<file path="src/rtl/alu_issue.sv">
// Issue/writeback stage in front of the 8-bit ALU: operand read with forwarding
// from the execute register, registered ALU drive, and a writeback register that streams results out.
module alu_issue #(
    parameter int DATA_W = 8,
    parameter int OP_W   = 3,
    parameter int NREG   = 4,
    localparam int RW    = (NREG > 1) ? $clog2(NREG) : 1
) (
    input  logic              clk,
    input  logic              rst_n,
    input  logic              in_valid,
    output logic              in_ready,
    input  logic [OP_W-1:0]   in_op,
    input  logic [RW-1:0]     in_rd,
    input  logic [RW-1:0]     in_rs1,
    input  logic [RW-1:0]     in_rs2,
    input  logic              in_imm_en,
    input  logic [DATA_W-1:0] in_imm,
    output logic [DATA_W-1:0] alu_a,
    output logic [DATA_W-1:0] alu_b,
    output logic [OP_W-1:0]   alu_op,
    input  logic [DATA_W-1:0] alu_y,
    input  logic              alu_zero,
    output logic              wb_valid,
    input  logic              wb_ready,
    output logic [RW-1:0]     wb_rd,
    output logic [DATA_W-1:0] wb_data,
    output logic              wb_zero
);

    logic              r_ex_valid;
    logic [RW-1:0]     r_ex_rd;
    logic [DATA_W-1:0] r_alu_a, r_alu_b;
    logic [OP_W-1:0]   r_alu_op;
    logic              r_wb_valid;
    logic [RW-1:0]     r_wb_rd;
    logic [DATA_W-1:0] r_wb_data;
    logic              r_wb_zero;
    logic [DATA_W-1:0] r_rf [NREG];

    logic              w_advance;
    logic              w_accept;
    logic              w_rf_we;
    logic [DATA_W-1:0] w_opa, w_opb;

    // The whole pipe moves as one: a stalled writeback freezes EX and the register file too.
    assign w_advance = !r_wb_valid || wb_ready;
    assign w_accept  = in_valid && w_advance;
    assign w_rf_we   = w_advance && r_ex_valid && (r_ex_rd != '0);
    assign in_ready  = w_advance;

    always_comb begin
        w_opa = '0;
        w_opb = '0;
        if (in_rs1 != '0)
            w_opa = (r_ex_valid && r_ex_rd == in_rs1) ? alu_y : r_rf[in_rs1];
        if (in_rs2 != '0)
            w_opb = (r_ex_valid && r_ex_rd == in_rs2) ? alu_y : r_rf[in_rs2];
        if (in_imm_en)
            w_opb = in_imm;
    end

    always_ff @(posedge clk or negedge rst_n) begin
        if (!rst_n) begin
            r_ex_valid <= 1'b0;
            r_ex_rd    <= '0;
            r_alu_a    <= '0;
            r_alu_b    <= '0;
            r_alu_op   <= '0;
            r_wb_valid <= 1'b0;
            r_wb_rd    <= '0;
            r_wb_data  <= '0;
            r_wb_zero  <= 1'b0;
        end else if (w_advance) begin
            r_ex_valid <= w_accept;
            if (w_accept) begin
                r_ex_rd  <= in_rd;
                r_alu_a  <= w_opa;
                r_alu_b  <= w_opb;
                r_alu_op <= in_op;
            end
            r_wb_valid <= r_ex_valid;
            r_wb_rd    <= r_ex_rd;
            r_wb_data  <= alu_y;
            r_wb_zero  <= alu_zero;
        end
    end

    // Entry 0 is never written, so it stays at its reset value of zero.
    always_ff @(posedge clk or negedge rst_n) begin
        if (!rst_n) begin
            for (int i = 0; i < NREG; i++) r_rf[i] <= '0;
        end else if (w_rf_we) begin
            for (int i = 1; i < NREG; i++)
                if (r_ex_rd == RW'(i)) r_rf[i] <= alu_y;
        end
    end

    assign alu_a    = r_alu_a;
    assign alu_b    = r_alu_b;
    assign alu_op   = r_alu_op;
    assign wb_valid = r_wb_valid;
    assign wb_rd    = r_wb_rd;
    assign wb_data  = r_wb_data;
    assign wb_zero  = r_wb_zero;

endmodule
</file>
<file path="config.mk">
export PLATFORM = sky130hd
export DESIGN_NAME = alu_issue
export DESIGN_NICKNAME = d
export VERILOG_FILES = /design/src/rtl/alu_issue.sv
export SDC_FILE = /design/constraint.sdc
export NUM_CORES = 1
export LEC_CHECK = 0
export CAP_MARGIN = 20
export CORE_AREA = 2 2 83 77
export DETAILED_ROUTE_END_ITERATION = 8
export DIE_AREA = 0 0 85 79
export MAX_ROUTING_LAYER = met4
export PLACE_DENSITY = 0.83
export SYNTH_ARGS = -nofsm -noshare
export SYNTH_HDL_FRONTEND = slang
export SYNTH_SLANG_ARGS = --single-unit
</file>
<file path="constraint.sdc">
create_clock -name clk -period 2.05 [get_ports clk]
set_input_delay 0.5125 -clock clk [delete_from_list [all_inputs] [get_ports clk]]
set_output_delay 0.5125 -clock clk [all_outputs]
set_load 0.03 [all_outputs]
</file>
==> impl_metrics.yaml, run 1 <==
cts:
  clock_latency_ps: 350
  cts_root_buf: "clkbuf_8"
  cts_htree_levels: 3
  cts_tree: "yes"
  post_cts_buffers: 0
  clkSinkCount: 58
  ctsLongestPathBuffers: 2
  clk_pin_slew_ps: 70
  numCtsBuffers: 9
route:
  dr.pass1.iters: 4
  first_iter_violations: 153
  post-route-drc-count: 0
  antenna_left: 0
  wl_per_cell_um: 16.9
  vias: 2404
  wirelength_mm: 7.25
  viasPerCell: 5.60
worst_setup_path:
  worstSetupPathType: "reg -> out"
  cp-end-kind: "output port"
  start_kind: "register"
  crit_family: "buffers and inverters"
  crit_path_top_delay_cell: "clkdlybuf4s50_1"
  critPathMaxStageDelay_ps: 710
  crit_fanout: 2
  crit_chain: "clkdlybuf4s50_1"
  crit_required_ps: 1540
  arrival_ps: 1430
  cp_num_buf_inv: 1
synth:
  syn_area_um2: 2890
  synthesis.nets: 294
  syn_avg_cell_area_um2: 11.0
  ys_seq_area_share_pct: 50.2
  async_flop_share_pct: 100
  yosysWarnings: 8
  synth.distinct_cells: 36
  ys_ff_latch: 58
  synth-main-ff-cell: "dfrtp_1"
  syn_inst: 263
  synth_edf_count: 0
sta:
  drv_slew: 0
  period_needed_ps: 1940
  finalSetupViolCount: 0
  fin_ws_ps: 111
  clock_skew_ps: 6.52
  fin_setup_tns_ps: 0
  slew_headroom_pct: 63.6
  rsz0062_at_grt: "false"
  hold_violations: 0
  fin_crit_sh_pct: 94.6
  worst_slew_pin_slew_ps: 546
  whs_ps: 143
  fmax_mhz: 516
pwr:
  power_density_nw_per_um2: 1140
  ir_drop_v: 0.000648
  p_leak_nw: 1.79
  power_mw: 4.55
run:
  cap_violations: 0
finish:
  layout.cells.non_filler: 429
  utilization_pct: 67.6
  drive_above_1_share_pct: 29.2
  area_delta_synth_final_pct: 38.3
  fin_area_um2: 4000
  final_nets: 382
  final_cell_mix: "nand2_1 (60), clkdlybuf4s50_1 (60), dfrtp_1 (58)"
grt:
  grt_util_all_layers_pct: 24.1
  overflow: 0
  grt_max_degree: 36
  grt_pass1_wl_mm: 12.1
  grt_pass1_vias: 2394
  grt_antenna_before_repair: 1
placed_design:
  portBuffers: 62
  dpl.cell_count: 412
  dpl.hpwl_mm: 5.43
  gp_congestion: 0.839
  pre_cts_ws_ps: -229
  dpl_cell_area_um2: 3770
worst_hold_path:
  hp-class: "in -> async"
floorplan:
  io_pins: 63
  die_h_um: 79
  fp.dieArea_um2: 6720
  initial_core_util_pct: 48.9
  die_x_um: 85
  coreArea_um2: 5910
  rows: 27
status:
  outcome: "finished clean"
## cell families (layout without fill, tap and decap cells)
kind of cell | Yosys count | in the layout | share of synthesized area [%]
AOI/OAI and AO/OA | 43 | 43 | 12.2
DFF | 58 | 58 | 50.2
muxes | 40 | 40 | 15.5
other | 0 | 1 | 0
and+or+nand+nor | 102 | 102 | 16.9
xor gates and xnor gates | 3 | 3 | 1.43
buffers and inverters | 17 | 110 | 3.77
## per-layer routing
layer	global-route usage (%)	share of wire [%]	up-vias
met5	-	0	-
met4	6.67	2.0	0
li1	-	-	1121
met1	31.5	43	1189
met2	36.4	49	80
met3	7.90	5.9	14
## final timing paths
check	startpoint	end	slack (ps)	cells after the start
setup reg to reg	r_ex_rd[0]	alu_a[4]	250	4
max in group asynchronous	rst_n	r_rf[1]	1330	2
min in group clk	wb_rd[0]	wb_rd[0]	470	2
hold / removal	rst_n	alu_op[0]	140	1
hold reg to reg	wb_rd[0]	wb_rd[0]	470	2
setup / recovery	alu_op[2]	alu_op[2]	110	1
## sequential cells by signal (all words and copies together) (netlist names)
signal,cells
alu_op,3
wb_zero,1
r_rf,24
r_ex_rd,2
wb_data,8
wb_valid,1
wb_rd,2
r_ex_valid,1
alu_a,8
alu_b,8
## synthesized netlist by cell type (2+ instances only)
master	count	share of area, %
nand2_1	60	7.8
dfrtp_1	58	50
mux2_2	39	15
nor2_1	12	1.6
a21oi_1	9	1.6
a221oi_1	8	2.4
a22oi_1	8	2.1
a32o_1	8	2.8
a22o_1	7	2.1
nand3_1	7	1.2
clkbuf_1	6	0.78
or2_2	6	1.3
buf_6	5	1.9
buf_2	3	0.52
nand2b_1	2	0.43
nand4b_1	2	0.61
nor3b_1	2	0.52
or2_1	2	0.43
xnor2_2	2	1.1
## layout make-up
cell class,count,area [µm²]
Fill cell,449,1910
Sequential cell,58,1450
Multi-Input combinational cell,188,1340
Timing Repair Buffer,93,896
Clock buffer,10,138
Tap cell,72,90.1
Clock inverter,6,80.1
Inverter,1,3.75
Antenna cell,1,2.50
## power breakdown
part | total, mW | internal (mW) | switching [mW]
Combinational | 1.56 | 0.834 | 0.725
Clock | 1.16 | 0.708 | 0.454
Sequential | 1.83 | 1.52 | 0.308
## what timing repair did
| item | 4_1_cts | 5_1_grt |
|---|---|---|
| setup endpoints to repair | 0 | 6 |
| hold buffers | 0 | 0 |
| resized for setup | 0 | 1 |
No activity file was read; power rests on OpenSTA's default activity.
==> run 2: changes to the inputs <==
--- a/config.mk
+++ b/config.mk
@@ -11,6 +11,7 @@
 export DIE_AREA = 0 0 85 79
 export MAX_ROUTING_LAYER = met4
 export PLACE_DENSITY = 0.83
+export SLEW_MARGIN = 10
 export SYNTH_ARGS = -nofsm -noshare
 export SYNTH_HDL_FRONTEND = slang
 export SYNTH_SLANG_ARGS = --single-unit
==> constraint.sdc (replaced) <==
create_clock -name clk -period 2.17 [get_ports clk]
set_input_delay 0.5425 -clock clk [delete_from_list [all_inputs] [get_ports clk]]
set_output_delay 0.5425 -clock clk [all_outputs]
set_load 0.03 [all_outputs]
==> run 2 against run 1 <==
Compared with the run above: cell count is 0.93% lower; critical endpoint is now in_ready; setup slack gained 87 ps; critical path depth rose by 3.
==> impl_metrics.yaml, run 2 (synthesized netlist as in run 1, its figures left out) <==
status:
  outcome: "finished clean"
sta:
  period_needed_ps: 1970
  hold_violations: 0
  rsz0062_at_grt: "false"
  fin_crit_sh_pct: 90.9
  slew_headroom_pct: 56.0
  fmax_mhz: 507
  drv_slew: 0
  worst_slew_pin_slew_ps: 660
  finalSetupViolCount: 0
  fin_ws_ps: 197
  clock_skew_ps: 2.89
cts:
  clkSinkCount: 58
  numCtsBuffers: 9
  cts_htree_levels: 3
  post_cts_buffers: 0
  clk_pin_slew_ps: 60
  clock_latency_ps: 340
  ctsLongestPathBuffers: 2
  cts_root_buf: "clkbuf_8"
  cts-resized-gates: 0
  cts_tree: "yes"
  holdBufCountCts: 0
grt:
  grt_pass1_wl_mm: 12.3
  grt_util_all_layers_pct: 24.5
  grt_antenna_before_repair: 0
  grt_max_degree: 23
  overflow: 0
  grt_pass1_vias: 2433
worst_setup_path:
  cp-end-kind: "output port"
  arrival_ps: 1430
  critPathMaxStageDelay_ps: 470
  crit_chain: "clkdlybuf4s50_1 > nor2b_2 > inv_2 > buf_4"
  crit_fanout: 9
  rrSetupSlack_ps: 340
  worstSetupPathType: "in -> out"
  crit_path_top_delay_cell: "clkdlybuf4s50_1"
  crit_required_ps: 1630
  start_kind: "primary input"
route:
  post-route-drc-count: 0
  wl_per_cell_um: 17.4
  wirelength_mm: 7.40
  dr.pass1.iters: 4
  antenna_left: 0
  vias: 2393
  first_iter_violations: 168
  viasPerCell: 5.63
finish:
  drive_above_1_share_pct: 27.8
  final_cell_mix: "nand2_1 (60), clkdlybuf4s50_1 (60), dfrtp_1 (58)"
  largest_register: "r_rf"
  utilization_pct: 66.1
  layout.cells.non_filler: 425
  diodes: 0
  largest_reg_flops: 24
  area_delta_synth_final_pct: 35.2
  final_nets: 379
  fin_area_um2: 3910
floorplan:
  initial_core_util_pct: 48.9
  rows: 27
  io_pins: 63
  die_x_um: 85
  fp.dieArea_um2: 6720
  coreArea_um2: 5910
  die_h_um: 79
pwr:
  p_sw_share_pct: 34.0
  power_mw: 4.12
  power_density_nw_per_um2: 1050
  pwr-share-comb_pct: 35.6
  ir_drop_v: 0.000547
  clock_power_share_pct: 22.0
  seq_power_share_pct: 42.4
  switchingPower_mw: 1.40
  p_leak_nw: 1.74
  p_int_mw: 2.72
run:
  cap_violations: 0
placed_design:
  dpl.hpwl_mm: 5.58
  dpl.cell_count: 409
  pre_cts_ws_ps: -111
  gp_congestion: 0.865
  portBuffers: 62
  dpl_cell_area_um2: 3720
worst_hold_path:
  hp-class: "in -> async"
[run 2: cell types whose count changed in the layout (fill, tap and decap cells not counted), sizes merged]
| cell | change |
|---|---|
| clkbuf | +4 |
| buf | -3 |
| bufinv | -2 |
| clkinv | -2 |
| diode | -1 |
[run 2: worst paths after layout]
| check | from | to | depth (start not counted) |
|---|---|---|---|
| max in group asynchronous | rst_n | r_rf[0] | 2 |
| max | wb_ready | in_ready | 4 |
| min in group clk | wb_data[7] | wb_data[7] | 2 |
| min reg2reg | wb_data[7] | wb_data[7] | 2 |
| min | rst_n | alu_a[6] | 1 |
| max reg2reg | r_ex_rd[0] | alu_a[3] | 4 |
[run 2: power by group through the flow]
stage | Clock (mW) | Combinational (mW) | Sequential, mW
after floorplan | 0 | 0.744 | 1.87
after global placement | 0 | 1.42 | 1.72
after detailed placement | 0 | 1.47 | 1.75
after CTS | 0.930 | 1.47 | 1.74
after global routing | 0.978 | 1.57 | 1.78
final | 0.908 | 1.47 | 1.75
[run 2: layout make-up]
class / count / area (µm²)
well taps: 72 / 90.1
flip-flops and latches: 58 / 1450
repair buffers: 90 / 848
multi-input cells: 188 / 1330
clock buffers: 14 / 173
fillers: 453 / 2010
inverters: 1 / 3.75
clock inverters: 2 / 10.0
[run 2: stage by stage]
step	hold slack, ps	setup TNS [ps]
2_1_floorplan	247	0
6_report	162	0
5_1_grt	196	0
4_1_cts	167	0
3_5_place_dp	455	-1320
3_3_place_gp	448	-404
[run 2: critical path, delay by kind of cell]
family | cells | cell delay, ps
buf+inv | 3 | 830
simple gates | 1 | 50
[run 2: layer usage]
layer / track usage [%] / up-vias / share of wire (%)
met3: 5.82 / 12 / 6.5
li1: - / 1111 / -
met2: 38.4 / 86 / 50
met4: 9.05 / 0 / 1.5
met5: - / - / 0
met1: 31.4 / 1184 / 42
